<file path="src/rtl/fc_layer_cu.sv">
// Control unit for one fully-connected LeNet5 layer: it accepts the input elements, sequences the weight reads and MAC enables, injects the bias, drains the results and hands off to the next layer.
// Optional FC_RELU_EN: when defined, relu_en follows out_we during DRAIN; otherwise relu_en is tied low.
module fc_layer_cu #(
  parameter int unsigned IFM_DEPTH   = 120,
  parameter int unsigned NUM_NEURONS = 84,
  parameter int unsigned MAC_LAT     = 2,
  parameter int unsigned ADDR_W      = (IFM_DEPTH > 1) ? $clog2(IFM_DEPTH) : 1,
  parameter int unsigned OUT_W       = (NUM_NEURONS > 1) ? $clog2(NUM_NEURONS) : 1
) (
  input  logic              clk,
  input  logic              reset,
  input  logic              i_in_valid,
  output logic              o_in_ready,
  output logic              o_wm_enable_read,
  output logic [ADDR_W-1:0] o_wm_addr,
  output logic              o_acc_clear,
  output logic              o_mac_en,
  output logic              o_bias_sel,
  output logic              o_out_we,
  output logic [OUT_W-1:0]  o_out_addr,
  output logic              o_relu_en,
  output logic              o_start_to_next,
  input  logic              i_end_from_next,
  output logic              o_busy
);

  localparam int unsigned FLUSH_W = 3;
  localparam logic [ADDR_W-1:0]  IN_LAST    = ADDR_W'(IFM_DEPTH - 1);
  localparam logic [OUT_W-1:0]   OUT_LAST   = OUT_W'(NUM_NEURONS - 1);
  localparam logic [FLUSH_W-1:0] FLUSH_LAST = FLUSH_W'(MAC_LAT - 1);

  typedef enum logic [2:0] {
    S_IDLE,
    S_ACCUM,
    S_FLUSH,
    S_BIAS,
    S_DRAIN,
    S_NOTIFY,
    S_WAIT
  } state_t;

  // With no MAC latency the pipeline is already empty after the last element.
  localparam state_t S_AFTER_ACC = (MAC_LAT == 0) ? S_BIAS : S_FLUSH;

  state_t              r_state;
  state_t              w_next;
  logic [ADDR_W-1:0]   r_in_cnt;
  logic [OUT_W-1:0]    r_out_cnt;
  logic [FLUSH_W-1:0]  r_flush_cnt;

  logic w_in_ready;
  logic w_hs;
  logic w_in_last;
  logic w_out_last;
  logic w_flush_last;
  logic w_acc_clear;
  logic w_bias_sel;
  logic w_out_we;
  logic w_start;
  logic w_mac_en;

  assign w_in_ready   = (r_state == S_IDLE) || (r_state == S_ACCUM);
  assign w_hs         = i_in_valid & w_in_ready;
  assign w_in_last    = (r_in_cnt == IN_LAST);
  assign w_out_last   = (r_out_cnt == OUT_LAST);
  assign w_flush_last = (r_flush_cnt == FLUSH_LAST);

  always_ff @(posedge clk or posedge reset) begin
    if (reset) begin
      r_state <= S_IDLE;
    end else begin
      r_state <= w_next;
    end
  end

  always_comb begin
    w_next      = r_state;
    w_acc_clear = 1'b0;
    w_bias_sel  = 1'b0;
    w_out_we    = 1'b0;
    w_start     = 1'b0;
    case (r_state)
      S_IDLE: begin
        w_acc_clear = 1'b1;
        if (w_hs) begin
          w_next = w_in_last ? S_AFTER_ACC : S_ACCUM;
        end
      end
      S_ACCUM: begin
        if (w_hs && w_in_last) begin
          w_next = S_AFTER_ACC;
        end
      end
      S_FLUSH: begin
        if (w_flush_last) begin
          w_next = S_BIAS;
        end
      end
      S_BIAS: begin
        w_bias_sel = 1'b1;
        w_next     = S_DRAIN;
      end
      S_DRAIN: begin
        w_out_we = 1'b1;
        if (w_out_last) begin
          w_next = S_NOTIFY;
        end
      end
      S_NOTIFY: begin
        w_start = 1'b1;
        w_next  = i_end_from_next ? S_IDLE : S_WAIT;
      end
      S_WAIT: begin
        if (i_end_from_next) begin
          w_next = S_IDLE;
        end
      end
      default: begin
        w_next = S_IDLE;
      end
    endcase
  end

  // Element index: advances only on accepted handshakes, wraps after the last one.
  always_ff @(posedge clk or posedge reset) begin
    if (reset) begin
      r_in_cnt <= '0;
    end else if (w_hs) begin
      r_in_cnt <= w_in_last ? '0 : r_in_cnt + ADDR_W'(1);
    end
  end

  always_ff @(posedge clk or posedge reset) begin
    if (reset) begin
      r_flush_cnt <= '0;
    end else if (r_state == S_FLUSH) begin
      r_flush_cnt <= w_flush_last ? '0 : r_flush_cnt + FLUSH_W'(1);
    end else begin
      r_flush_cnt <= '0;
    end
  end

  always_ff @(posedge clk or posedge reset) begin
    if (reset) begin
      r_out_cnt <= '0;
    end else if (r_state == S_DRAIN) begin
      r_out_cnt <= w_out_last ? '0 : r_out_cnt + OUT_W'(1);
    end
  end

  // MAC enable trails each handshake by the weight-read latency.
  generate
    if (MAC_LAT == 0) begin : g_mac_comb
      assign w_mac_en = w_hs;
    end else begin : g_mac_pipe
      logic [MAC_LAT-1:0] r_mac_pipe;
      always_ff @(posedge clk or posedge reset) begin
        if (reset) begin
          r_mac_pipe <= '0;
        end else begin
          r_mac_pipe[0] <= w_hs;
          for (int i = 1; i < MAC_LAT; i++) begin
            r_mac_pipe[i] <= r_mac_pipe[i-1];
          end
        end
      end
      assign w_mac_en = r_mac_pipe[MAC_LAT-1];
    end
  endgenerate

  assign o_in_ready       = w_in_ready;
  assign o_wm_enable_read = w_hs;
  assign o_wm_addr        = w_hs ? r_in_cnt : '0;
  assign o_acc_clear      = w_acc_clear;
  assign o_mac_en         = w_mac_en;
  assign o_bias_sel       = w_bias_sel;
  assign o_out_we         = w_out_we;
  assign o_out_addr       = r_out_cnt;
  assign o_start_to_next  = w_start;
  assign o_busy           = (r_state != S_IDLE);

`ifdef FC_RELU_EN
  assign o_relu_en = w_out_we;
`else
  assign o_relu_en = 1'b0;
`endif

endmodule

</file>
<file path="config.mk">
export PLATFORM = sky130hd
export DESIGN_NAME = fc_layer_cu
export DESIGN_NICKNAME = d
export VERILOG_FILES = /design/src/rtl/fc_layer_cu.sv
export SDC_FILE = /design/constraint.sdc
export NUM_CORES = 1
export LEC_CHECK = 0
export CAP_MARGIN = 15
export CORE_MARGIN = 1.5
export CORE_UTILIZATION = 49
export CTS_CLUSTER_DIAMETER = 150
export DETAILED_ROUTE_END_ITERATION = 10
export PLACE_DENSITY = 0.85
export SLEW_MARGIN = 20
export SYNTH_ARGS = -nofsm -noshare
export SYNTH_HDL_FRONTEND = slang
export SYNTH_SLANG_ARGS = --single-unit
</file>
<file path="constraint.sdc">
create_clock -name clk -period 2.2 [get_ports clk]
set_clock_uncertainty 0.2 [all_clocks]
set_input_delay 0.33 -clock clk [delete_from_list [all_inputs] [get_ports clk]]
set_output_delay 0.33 -clock clk [all_outputs]
set_load 0.02 [all_outputs]
</file>
==> impl_metrics.env, run 1 <==
export IMPL_status="complete, no violations"
export IMPL_insertion_delay_ns=0.30
export IMPL_n_antenna_cell=0
export IMPL_p_sw_uw=465
export IMPL_synthArstFlopShare_pct=100
export IMPL_gp_congestion=0.833
export IMPL_htree_levels=1
export IMPL_synthesis_nets=138
export IMPL_dp_hpwl_um=1880
export IMPL_hp_class="in -> async"
export IMPL_maxCapViolations=0
export IMPL_setup_viol=0
export IMPL_powerDensity_mw_per_mm2=811
export IMPL_grt_start_max_net_pins=23
export IMPL_reg2regPathDepth=5
export IMPL_timing_rr_start="r_in_cnt[0]$_DFFE_PP0N_"
export IMPL_n_fill_cell=186
export IMPL_p_comb_share_pct=40.0
export IMPL_cts_buffers=3
export IMPL_clkSlewWorstSetupHoldPaths_ns=0.11
export IMPL_final_util_pct=66.5
export IMPL_vdd_drop_max_mv=0.665
export IMPL_wl_per_cell_um=13.1
export IMPL_antenna_left=0
export IMPL_p_sw_share_pct=37.9
export IMPL_global_route_usage_met1_pct=27.2
export IMPL_synth_area_sq_mm=0.00120
export IMPL_drv_slew=0
export IMPL_path_cells="nor2_2 -> nand2_1 -> inv_4 -> and2_1 -> dlygate4sd2_1"
export IMPL_cts_tree="done"
export IMPL_finalHoldViolations=0
export IMPL_die_area_sq_mm=0.00276
export IMPL_grt_use_met3_pct=3.71
export IMPL_clkSinkCount=22
export IMPL_viasPerCell=5.71
export IMPL_leakage_nw=0.773
export IMPL_worst_ep_required_time_ns=1.67
export IMPL_critPathKind="reg -> out"
export IMPL_syn_area_per_cell_sq_um=9.12
export IMPL_top_usage_layer="met2"
export IMPL_first_global_vias=996
export IMPL_nNetsFinal=170
export IMPL_dp_cells=187
export IMPL_syn_inst=132
export IMPL_critPathMaxStageDelay_ns=0.43
export IMPL_grt_ovfl_total=0
export IMPL_drive_gt1_share_pct=13.6
export IMPL_synthDistinctLibCells=39
export IMPL_drc_errors=0
export IMPL_worst_setup_path_start_kind="flip-flop"
export IMPL_fin_cells=190
export IMPL_drt_wl_total_um=2490
export IMPL_crit_end="o_wm_addr[1]"
export IMPL_start_util_pct=52.9
export IMPL_ys_seq_area_share_pct=45.7
export IMPL_grt_first_pass_wirelength_um=4330
export IMPL_chipHeight_um=52.6
export IMPL_hold_buffers=0
export IMPL_io_buffers=25
export IMPL_drtIter0Drc=38
export IMPL_vias=1085
export IMPL_num_rows=17
export IMPL_clockRootBuffer="clkbuf_4"
export IMPL_postCtsSetupBuffers=0
export IMPL_drt_pre_antenna_iters=4
export IMPL_core_area_sq_mm=0.00228
export IMPL_io_pins=27
export IMPL_cp_startpoint="r_state[1]$_DFFE_PP0P_"
export IMPL_syn2layout_area_growth_pct=25.7
export IMPL_ys_flop_type="dfrtp_1"
export IMPL_grt_total_usage_pct=21.4
export IMPL_clkPwrFrac_pct=14.3
export IMPL_antenna_found_initial=0
export IMPL_crit_arrival_ns=1.58
export IMPL_final_cell_mix="22 x dfrtp_1, 20 x nand2_1, 11 x clkdlybuf4s50_1"
export IMPL_clock_path_buffers=2
export IMPL_seqPwrFrac_pct=45.8
export IMPL_die_w_um=52.6
export IMPL_final_common_cell="dfrtp_1"
export IMPL_period_share_pct=95.9
export IMPL_setup_worst_path_end_class="primary output"
export IMPL_yosysWarnings=0
export IMPL_reg2reg_setup_slack_ns=0.20
export IMPL_slowest_stage="dfrtp_1"
export IMPL_synth_seq_cells=22
export IMPL_reg2reg_to="r_state[1]$_DFFE_PP0P_"
export IMPL_crit_fanout=14
export IMPL_use_met2_pct=35.6
export IMPL_final_min_clock_period_ns=2.11
export IMPL_power_internal_uw=762
export IMPL_fmax_mhz=474
export IMPL_synth_edf_count=0
[sequential cells by signal, summed over array words and instances (netlist names)]
| register | cells |
|---|---|
| o_out_addr | 7 |
| r_in_cnt | 7 |
| r_flush_cnt | 3 |
| r_state | 3 |
| g_mac_pipe.r_mac_pipe | 2 |
[timing repair]
action / CTS / global route
gates resized for setup: 12 / 13
gates cloned: 0 / 0
setup endpoints to repair: 12 / 9
hold endpoints to repair: 0 / 0
[synthesized netlist by cell type (2+ instances only)]
cell type  count  area share [%]
a211oi_1       3             1.9
a21o_1         5             3.1
a21oi_1        4             1.7
a31oi_1        3             1.6
and2_1         7             3.6
and2b_1        2             1.2
and3_1         5             2.6
buf_4          4             2.5
dfrtp_1       22              46
ha_1           2             2.1
inv_1          2            0.62
inv_2          4             1.2
nand2_1       20             6.2
nand2b_1       5             2.6
nand3_1        3             1.2
nor2_1         9             2.8
nor3_1         5             2.1
o21ai_0        2            0.83
o21ai_1        3             1.2
xor2_1         3             2.2
[layer usage]
layer | share of wire, % | vias to the layer above
li1 | - | 517
met1 | 43 | 521
met2 | 50 | 38
met3 | 4.5 | 9
met4 | 1.8 | 0
met5 | 0 | -
[power groups by stage]
stage	clock network (mW)	registers, mW	logic [mW]
after floorplan	0	0.538	0.344
after global placement	0	0.564	0.516
final	0.175	0.562	0.490
after detailed placement	0	0.566	0.533
after global routing	0.202	0.577	0.538
after CTS	0.183	0.560	0.497
[area by class of cell]
cell class | count | area [sq um] | area share, %
multi-input combinational | 98 | 592 | 39.1
sequential | 22 | 551 | 36.4
inverter | 6 | 25.0 | 1.65
clock buffer | 3 | 22.5 | 1.49
timing repair buffer | 33 | 288 | 19.0
tap | 28 | 35.0 | 2.32
[per-stage QoR]
step                      hold WS (ns)  setup TNS, ns  area (sq um)  power [mW]  setup WS, ns
after floorplan                  0.119              0          1200       0.882         0.190
after global placement           0.134         -0.727          1510        1.08        -0.124
after detailed placement         0.137         -0.962          1510        1.10        -0.159
after CTS                        0.163              0          1520        1.24        0.0323
after global routing             0.167       -0.00364          1510        1.32      -0.00364
final                            0.158              0          1510        1.23        0.0896
[worst min-delay path by stage]
stage / start / to / slack, ns / depth (start not counted)
4_1_cts: g_mac_pipe.r_mac_pipe[0]$_DFF_PP0_ / g_mac_pipe.r_mac_pipe[1]$_DFF_PP0_ / 0.16 / 0
3_3_place_gp: g_mac_pipe.r_mac_pipe[0]$_DFF_PP0_ / g_mac_pipe.r_mac_pipe[1]$_DFF_PP0_ / 0.13 / 0
2_1_floorplan: reset / g_mac_pipe.r_mac_pipe[0]$_DFF_PP0_ / 0.12 / 1
3_5_place_dp: g_mac_pipe.r_mac_pipe[0]$_DFF_PP0_ / g_mac_pipe.r_mac_pipe[1]$_DFF_PP0_ / 0.14 / 0
6_report: reset / o_out_addr[2]$_DFFE_PP0P_ / 0.16 / 3
5_1_grt: g_mac_pipe.r_mac_pipe[0]$_DFF_PP0_ / g_mac_pipe.r_mac_pipe[1]$_DFF_PP0_ / 0.17 / 0
[worst max-delay path: cells and delay by family (launching register included)]
family | cells | cell delay, ns
AND/OR/NAND/NOR | 3 | 0.40
buffers and inverters | 2 | 0.45
flip-flops | 1 | 0.43
[kinds of logic after synthesis]
logic type,Yosys count,share of synthesized area (%)
muxes,1,0.935
xor gates and xnor gates,4,2.91
adders and majority gates,2,2.08
AOI/OAI and AO/OA,27,16.1
DFF,22,45.7
buffers and inverters,12,5.09
other,1,0.312
and+or+nand+nor,63,26.8
No activity file was read; power rests on OpenSTA's default activity.
==> run 2, diff against run 1 <==
- SLEW_MARGIN: 20 -> 30
==> results of run 2 <==
No change in the layout: final DEF, timing and power equal those of run 1.
